`src/rtl/serial_adder_pkg.sv`:
```
// Shared definitions for the bit-serial adder: FSM state encoding and the
// bit-counter width helper.
package serial_adder_pkg;

  typedef enum logic [1:0] {
    IDLE = 2'b00,
    RUN  = 2'b01,
    DONE = 2'b10
  } state_t;

  // Counter must index 0..WIDTH-1; a 1-bit counter is the floor so WIDTH=1 still works.
  function automatic int cnt_width(input int w);
    return (w <= 2) ? 1 : $clog2(w);
  endfunction

endpackage

```
`src/rtl/serial_adder_fa_cell.sv`:
```
// Combinational 1-bit full adder cell, the single arithmetic element of the
// bit-serial adder.
module fa_cell (
  input  logic a,
  input  logic b,
  input  logic c,
  output logic s,
  output logic co
);

  assign s  = a ^ b ^ c;
  assign co = (a & b) | (c & (a ^ b));

endmodule

```
`src/rtl/serial_adder.sv`:
```
// Bit-serial adder: adds two WIDTH-bit operands plus carry-in LSB first, one
// bit per clock, through one full-adder cell and a carry flop, with
// valid/ready handshakes on both sides.
// Optional build macro SERIAL_ADDER_SUB_EN adds a subtract control (sub) and a
// signed-overflow flag (ovf).
module serial_adder
  import serial_adder_pkg::*;
#(
  parameter int WIDTH = 8
) (
  input  logic             clk,
  input  logic             rst_n,
  input  logic             in_valid,
  output logic             in_ready,
  input  logic [WIDTH-1:0] a,
  input  logic [WIDTH-1:0] b,
  input  logic             cin,
  output logic             out_valid,
  input  logic             out_ready,
  output logic [WIDTH-1:0] sum,
  output logic             cout,
  output logic             busy
`ifdef SERIAL_ADDER_SUB_EN
  ,
  input  logic             sub,
  output logic             ovf
`endif
);

  localparam int CNT_W = cnt_width(WIDTH);
  localparam logic [CNT_W-1:0] CNT_LAST = CNT_W'(WIDTH - 1);
  localparam logic [CNT_W-1:0] CNT_MAX  = {CNT_W{1'b1}};

  state_t           state;
  logic [CNT_W-1:0] cnt;
  logic [WIDTH-1:0] a_sh;
  logic [WIDTH-1:0] b_sh;
  logic [WIDTH-1:0] sum_r;
  logic [WIDTH-1:0] sum_nxt;
  logic             carry;
  logic             b_bit;
  logic             fa_s;
  logic             fa_co;
  logic             last_bit;
  logic             accept;

`ifdef SERIAL_ADDER_SUB_EN
  logic sub_r;
  logic ovf_r;
  // Subtraction feeds the one's complement of b; the caller supplies the +1 via cin.
  assign b_bit = b_sh[0] ^ sub_r;
  assign ovf   = ovf_r;
`else
  assign b_bit = b_sh[0];
`endif

  assign accept   = (state == IDLE) && in_valid;
  assign last_bit = (cnt == CNT_LAST);

  fa_cell u_fa (
    .a  (a_sh[0]),
    .b  (b_bit),
    .c  (carry),
    .s  (fa_s),
    .co (fa_co)
  );

  // New sum bit enters at the MSB so bit 0 lands in sum[0] after WIDTH shifts.
  always_comb begin
    sum_nxt            = sum_r >> 1;
    sum_nxt[WIDTH-1]   = fa_s;
  end

  // Control FSM, bit counter, carry flop and result register.
  always_ff @(posedge clk) begin
    if (!rst_n) begin
      state <= IDLE;
      cnt   <= '0;
      carry <= 1'b0;
      sum_r <= '0;
`ifdef SERIAL_ADDER_SUB_EN
      sub_r <= 1'b0;
      ovf_r <= 1'b0;
`endif
    end else begin
      case (state)
        IDLE: begin
          if (in_valid) begin
            cnt   <= '0;
            carry <= cin;
            sum_r <= '0;
`ifdef SERIAL_ADDER_SUB_EN
            sub_r <= sub;
            ovf_r <= 1'b0;
`endif
            state <= RUN;
          end
        end
        RUN: begin
          sum_r <= sum_nxt;
          carry <= fa_co;
          cnt   <= (cnt == CNT_MAX) ? cnt : cnt + CNT_W'(1);
          if (last_bit) begin
`ifdef SERIAL_ADDER_SUB_EN
            // Carry into the MSB is the current carry flop; carry out is the cell output.
            ovf_r <= carry ^ fa_co;
`endif
            state <= DONE;
          end
        end
        DONE: begin
          if (out_ready) begin
            state <= IDLE;
          end
        end
        default: state <= IDLE;
      endcase
    end
  end

  // Operand shift registers: loaded on acceptance, shifted right while running.
  always_ff @(posedge clk) begin
    if (accept) begin
      a_sh <= a;
      b_sh <= b;
    end else if (state == RUN) begin
      a_sh <= a_sh >> 1;
      b_sh <= b_sh >> 1;
    end
  end

  assign in_ready  = (state == IDLE);
  assign out_valid = (state == DONE);
  assign busy      = (state == RUN);
  assign sum       = sum_r;
  assign cout      = carry;

endmodule

```
`config.mk`:
```
export PLATFORM = sky130hd
export DESIGN_NAME = serial_adder
export DESIGN_NICKNAME = d
export VERILOG_FILES = /design/src/rtl/serial_adder_pkg.sv /design/src/rtl/serial_adder_fa_cell.sv /design/src/rtl/serial_adder.sv
export SDC_FILE = /design/constraint.sdc
export NUM_CORES = 1
export LEC_CHECK = 0
export ABC_CLOCK_PERIOD_IN_PS = 1800
export BUFFER_PORTS_ARGS = -buffer_cell sky130_fd_sc_hd__buf_2
export CAP_MARGIN = 20
export CORE_MARGIN = 2
export CORE_UTILIZATION = 52
export CTS_CLUSTER_DIAMETER = 80
export CTS_CLUSTER_SIZE = 28
export DETAILED_ROUTE_END_ITERATION = 8
export HOLD_SLACK_MARGIN = 0.05
export PLACE_DENSITY = 0.77
export SLEW_MARGIN = 20
export SYNTH_ARGS = -nofsm -noshare
export SYNTH_HDL_FRONTEND = slang
export SYNTH_SLANG_ARGS = --single-unit
```
`constraint.sdc`:
```
create_clock -name clk -period 1.8 [get_ports clk]
set_clock_uncertainty 0.05 [all_clocks]
set_input_delay 0.18 -clock clk [delete_from_list [all_inputs] [get_ports clk]]
set_output_delay 0.18 -clock clk [all_outputs]
set_load 0.05 [all_outputs]
```
==> flow_results.org <==
** Status
- The run finished with clean final reports.

** Yosys
- Multiplexer area fraction after synthesis :: 0.153
- The share of the synthesized area in compound gates (AO/OA/AOI/OAI) was 0.0796.
- For this run, the register share of the synthesized area comes to 0.563.
- Synthesized netlist net count :: 130
- Synth cell types :: 28
- Of the post-synthesis cell area, the dominant cell type holds 0.356.
- Cells after Synth :: 106
- Yosys printed 0 warnings.
- Cell Area, Synth :: 1350 um^2
- Adder and majority gate portion of the synthesized area :: 0.0333
- XOR/XNOR share of the synthesized area :: 0
- Mean cell area of the mapped netlist :: 12.7 um^2
- Of all cell types, the one taking the most synthesized area is edfxtp_1.
- Counting flops and latches in the post-synthesis netlist gives 30.
- Largest family of logic cells by synthesized area :: multiplexers
- Largest cells by area after synthesis :: edfxtp_1 (36%), dfxtp_1 (21%), mux2_4 (14%)
- Of the total synthesized cell area, the portion taken by AND, OR, NAND and NOR gates is 0.124.

** Routing
- In the routed design, unresolved DRC markers number 0.
- Before antenna repair, the detailed router went through 4 iterations.
- Post-detailed-route via-to-cell ratio :: 5.10
- The detailed router finished its first iteration with 11 violations.
- Post-detailed-route wirelength per cell :: 13.3 um
- For this block, the routed nets add up to 2350 um of wire.
- The count of nets left with antenna violations once routing finished came out at 0.
- Summing over every cut layer, the via total after detailed routing is 903.

** Die
- The core region is 2480 um^2.
- The floorplan step set the die height to 55.0 um.
- Floorplan die area :: 3020 um^2
- From left edge to right edge, the die measures 55.0 um.
- The initial utilization of the core area, before any placement, comes to 0.545.
- IO Pins :: 33
- Std cell rows :: 18

** Clock network
- CTS Sinks :: 30
- Clock tree from TritonCTS :: yes
- The clock passes through at most 2 buffers.
- The clock reaches the later pin of the worst-skew pair after 0.31 ns.
- After clock tree synthesis, the clock-pin slew on the worst setup and hold paths is 0.09 ns.
- CTS Hold Buffers Added :: 0
- Clock root buffer :: clkbuf_4
- Gates resized during post-CTS repair numbered 0.
- Total clock buffers created by CTS :: 5
- CTS built an H-tree with a depth of 2.
- Buffers inserted by post-CTS timing repair :: 0

** Power and ir drop
- Across the VDD grid, the largest voltage drop is 0.633 mV.
- In this run the power density over the cells is 900 nW/um^2.
- Leakage power total :: 0.000733 uW

** Setup path
- Critical-path maximum fanout :: 10
- The critical path contains buffers and inverters numbering 3 combined.
- The endpoint identified for the worst register-to-register timing path is a_sh[0]$_DFFE_PP_.
- The worst setup path is launched from a flop.
- In this design, the stage delay of the slowest critical-path cell is 0.32 ns.
- Gate family responsible for the most delay along the worst path :: buffers and inverters
- Required time of the worst setup path :: 1.57 ns
- Slack of the worst reg-to-reg path :: 0.24 ns
- On the critical path, the stage with the largest delay is an instance of dfxtp_1.
- STA classifies the critical path endpoint as an output port.
- R2R cell count :: 3
- Critical path start-end classification :: reg2out
- Traced cell by cell, the critical path runs through buf_4 -> nand2b_1 -> inv_2 -> buf_2.
- STA puts the critical path data arrival time at 1.49 ns.
- Worst r2r src :: state[1]$_SDFFE_PN0P_

** STA
- Share of the clock period used by the worst path after layout :: 0.957
- Setup repair after global routing missed its margin :: no
- The final-report hold violation count is 0.
- At the pin with the least slew margin, the transition time is 0.295 ns.
- Setup TNS :: 0 ns
- For the finished layout, the period the worst path requires is 1.72 ns.
- Max Transition Viols Final :: 0
- The worst pin sits at a relative slew slack of 0.802.
- Setup violations remaining at the end of the flow were counted as 0.
- Maximum clock rate :: 0.580 GHz

** Placement
- Input and output buffers added on the ports amount to 32.
- Post-detail-place hpwl :: 1690 um
- Cell count after placement :: 169
- Global placer's final weighted congestion :: 0.758

** Final layout
- After the last flow step, the layout net total stands at 170.
- Area Growth Syn to Fin :: 19.1%
- Fraction of layout instances using a drive strength above 1 :: 0.415
- The count of cells in the finished layout, fillers not included, comes to 177.
- The repair_antennas step left the layout with diodes totalling 0.

** Global routing
- Overall global routing resource usage :: 0.182
- Entering global routing, the biggest net connects 18 pins.
- The number of antenna violations at the first check in global routing is 0.
- The number of global-route vias before repair was 823.
- The first global-routing pass estimated 3650 um of wire.
- For this run the aggregate overflow at the end of global routing stands at 0.

** Worst hold path
- Worst hold start :: a[4]
- Hold WC Path Type :: in2reg
- Along the worst hold path, the cell count comes to 2.
- Sink of the worst hold path :: a_sh[4]$_DFFE_PP_

** Job
- Number of max-cap violations :: 0
[how the worst max path moves through the flow]
stage                                startpoint  cells after the start  slack [ns]                   to
after floorplan               cout$_SDFFE_PN0P_                      4        0.13  sum[7]$_SDFFE_PN0P_
after global placement    state[1]$_SDFFE_PN0P_                      3        0.29    a_sh[3]$_DFFE_PP_
after detailed placement  state[1]$_SDFFE_PN0P_                      3        0.24    a_sh[0]$_DFFE_PP_
after CTS                 state[1]$_SDFFE_PN0P_                      4        0.07                 busy
after global routing      state[1]$_SDFFE_PN0P_                      4     0.00006                 busy
final                     state[1]$_SDFFE_PN0P_                      4        0.08                 busy
[report_power, final]
group	switching (uW)	leakage, uW	total (uW)	internal [uW]
logic	122	0.000422	238	117
registers	20.3	0.000276	809	789
clock network	213	0.0000353	402	189
total	355	0.000733	1450	1090
[stage by stage]
stage                     cell area, um^2  hold WS, ns   util  power (uW)  setup WS [ns]
final                                1610        0.116  0.649        1450         0.0773
after global routing                 1610       0.0979  0.649        1520      0.0000601
after CTS                            1610        0.104  0.649        1470         0.0673
after detailed placement             1550        0.408  0.625        1060          0.244
after global placement               1550        0.398  0.625        1050          0.293
after floorplan                      1350        0.283      -        1000          0.129
[synth_stat cells, drive strengths merged]
| master | number |
|---|---|
| a21boi | 7 |
| a21oi | 1 |
| a22oi | 1 |
| and2 | 1 |
| and3 | 3 |
| buf | 3 |
| clkbuf | 2 |
| dfxtp | 14 |
| edfxtp | 16 |
| fa | 1 |
| ha | 2 |
| inv | 5 |
| mux2 | 14 |
| nand2 | 12 |
| nand2b | 3 |
| nand3 | 7 |
| nor2 | 4 |
| nor2b | 2 |
| nor3b | 1 |
| o21a | 1 |
| o21ai | 1 |
| o221a | 1 |
| o22ai | 3 |
| or3b | 1 |
[final cells by class]
type | count | area, um^2
inverter | 5 | 18.8
clock buffer | 7 | 55.1
timing repair buffer | 38 | 205
tap | 30 | 37.5
sequential | 30 | 761
fill | 199 | 868
multi-input combinational | 66 | 527
clock inverter | 1 | 5.00
[sequential cells by signal, summed over array words and instances (netlist names)]
register,count
a_sh,8
b_sh,8
cnt,3
cout,1
state,2
sum,8
[cell usage in the layout (no fill, tap or decap), types with 2 or more instances in the layout]
cell type | synthesis | routed
buf_2 | 0 | 32
edfxtp_1 | 16 | 16
dfxtp_1 | 14 | 14
mux2_4 | 13 | 13
nand2_1 | 12 | 12
nand3_1 | 7 | 7
a21boi_1 | 6 | 6
buf_4 | 0 | 6
clkbuf_4 | 0 | 5
nor2_1 | 4 | 4
inv_1 | 4 | 4
nand2b_1 | 3 | 3
o22ai_1 | 3 | 3
and3_1 | 3 | 3
nor2b_1 | 2 | 2
ha_1 | 2 | 2
[cells by family (layout without fill, tap and decap cells)]
logic type | count (synthesis) | after routing
AND/OR/NAND/NOR | 34 | 34
flip-flops | 30 | 30
AO/OA/AOI/OAI | 15 | 15
multiplexers | 14 | 14
buffers and inverters | 10 | 51
adder cells (fa/ha/maj) | 3 | 3
[per-layer routing]
metal  share of wire  routed length (um)  global-route usage  vias to the layer above
met2            0.47                1120               0.270                       19
met3           0.050                 118              0.0565                        2
li1                -                   -                   -                      455
met4           0.011                  27               0.110                        0
met1            0.46                1090               0.230                      427
met5               0                   0                   0                        -
Note: power is estimated with default switching activity, not from simulation.
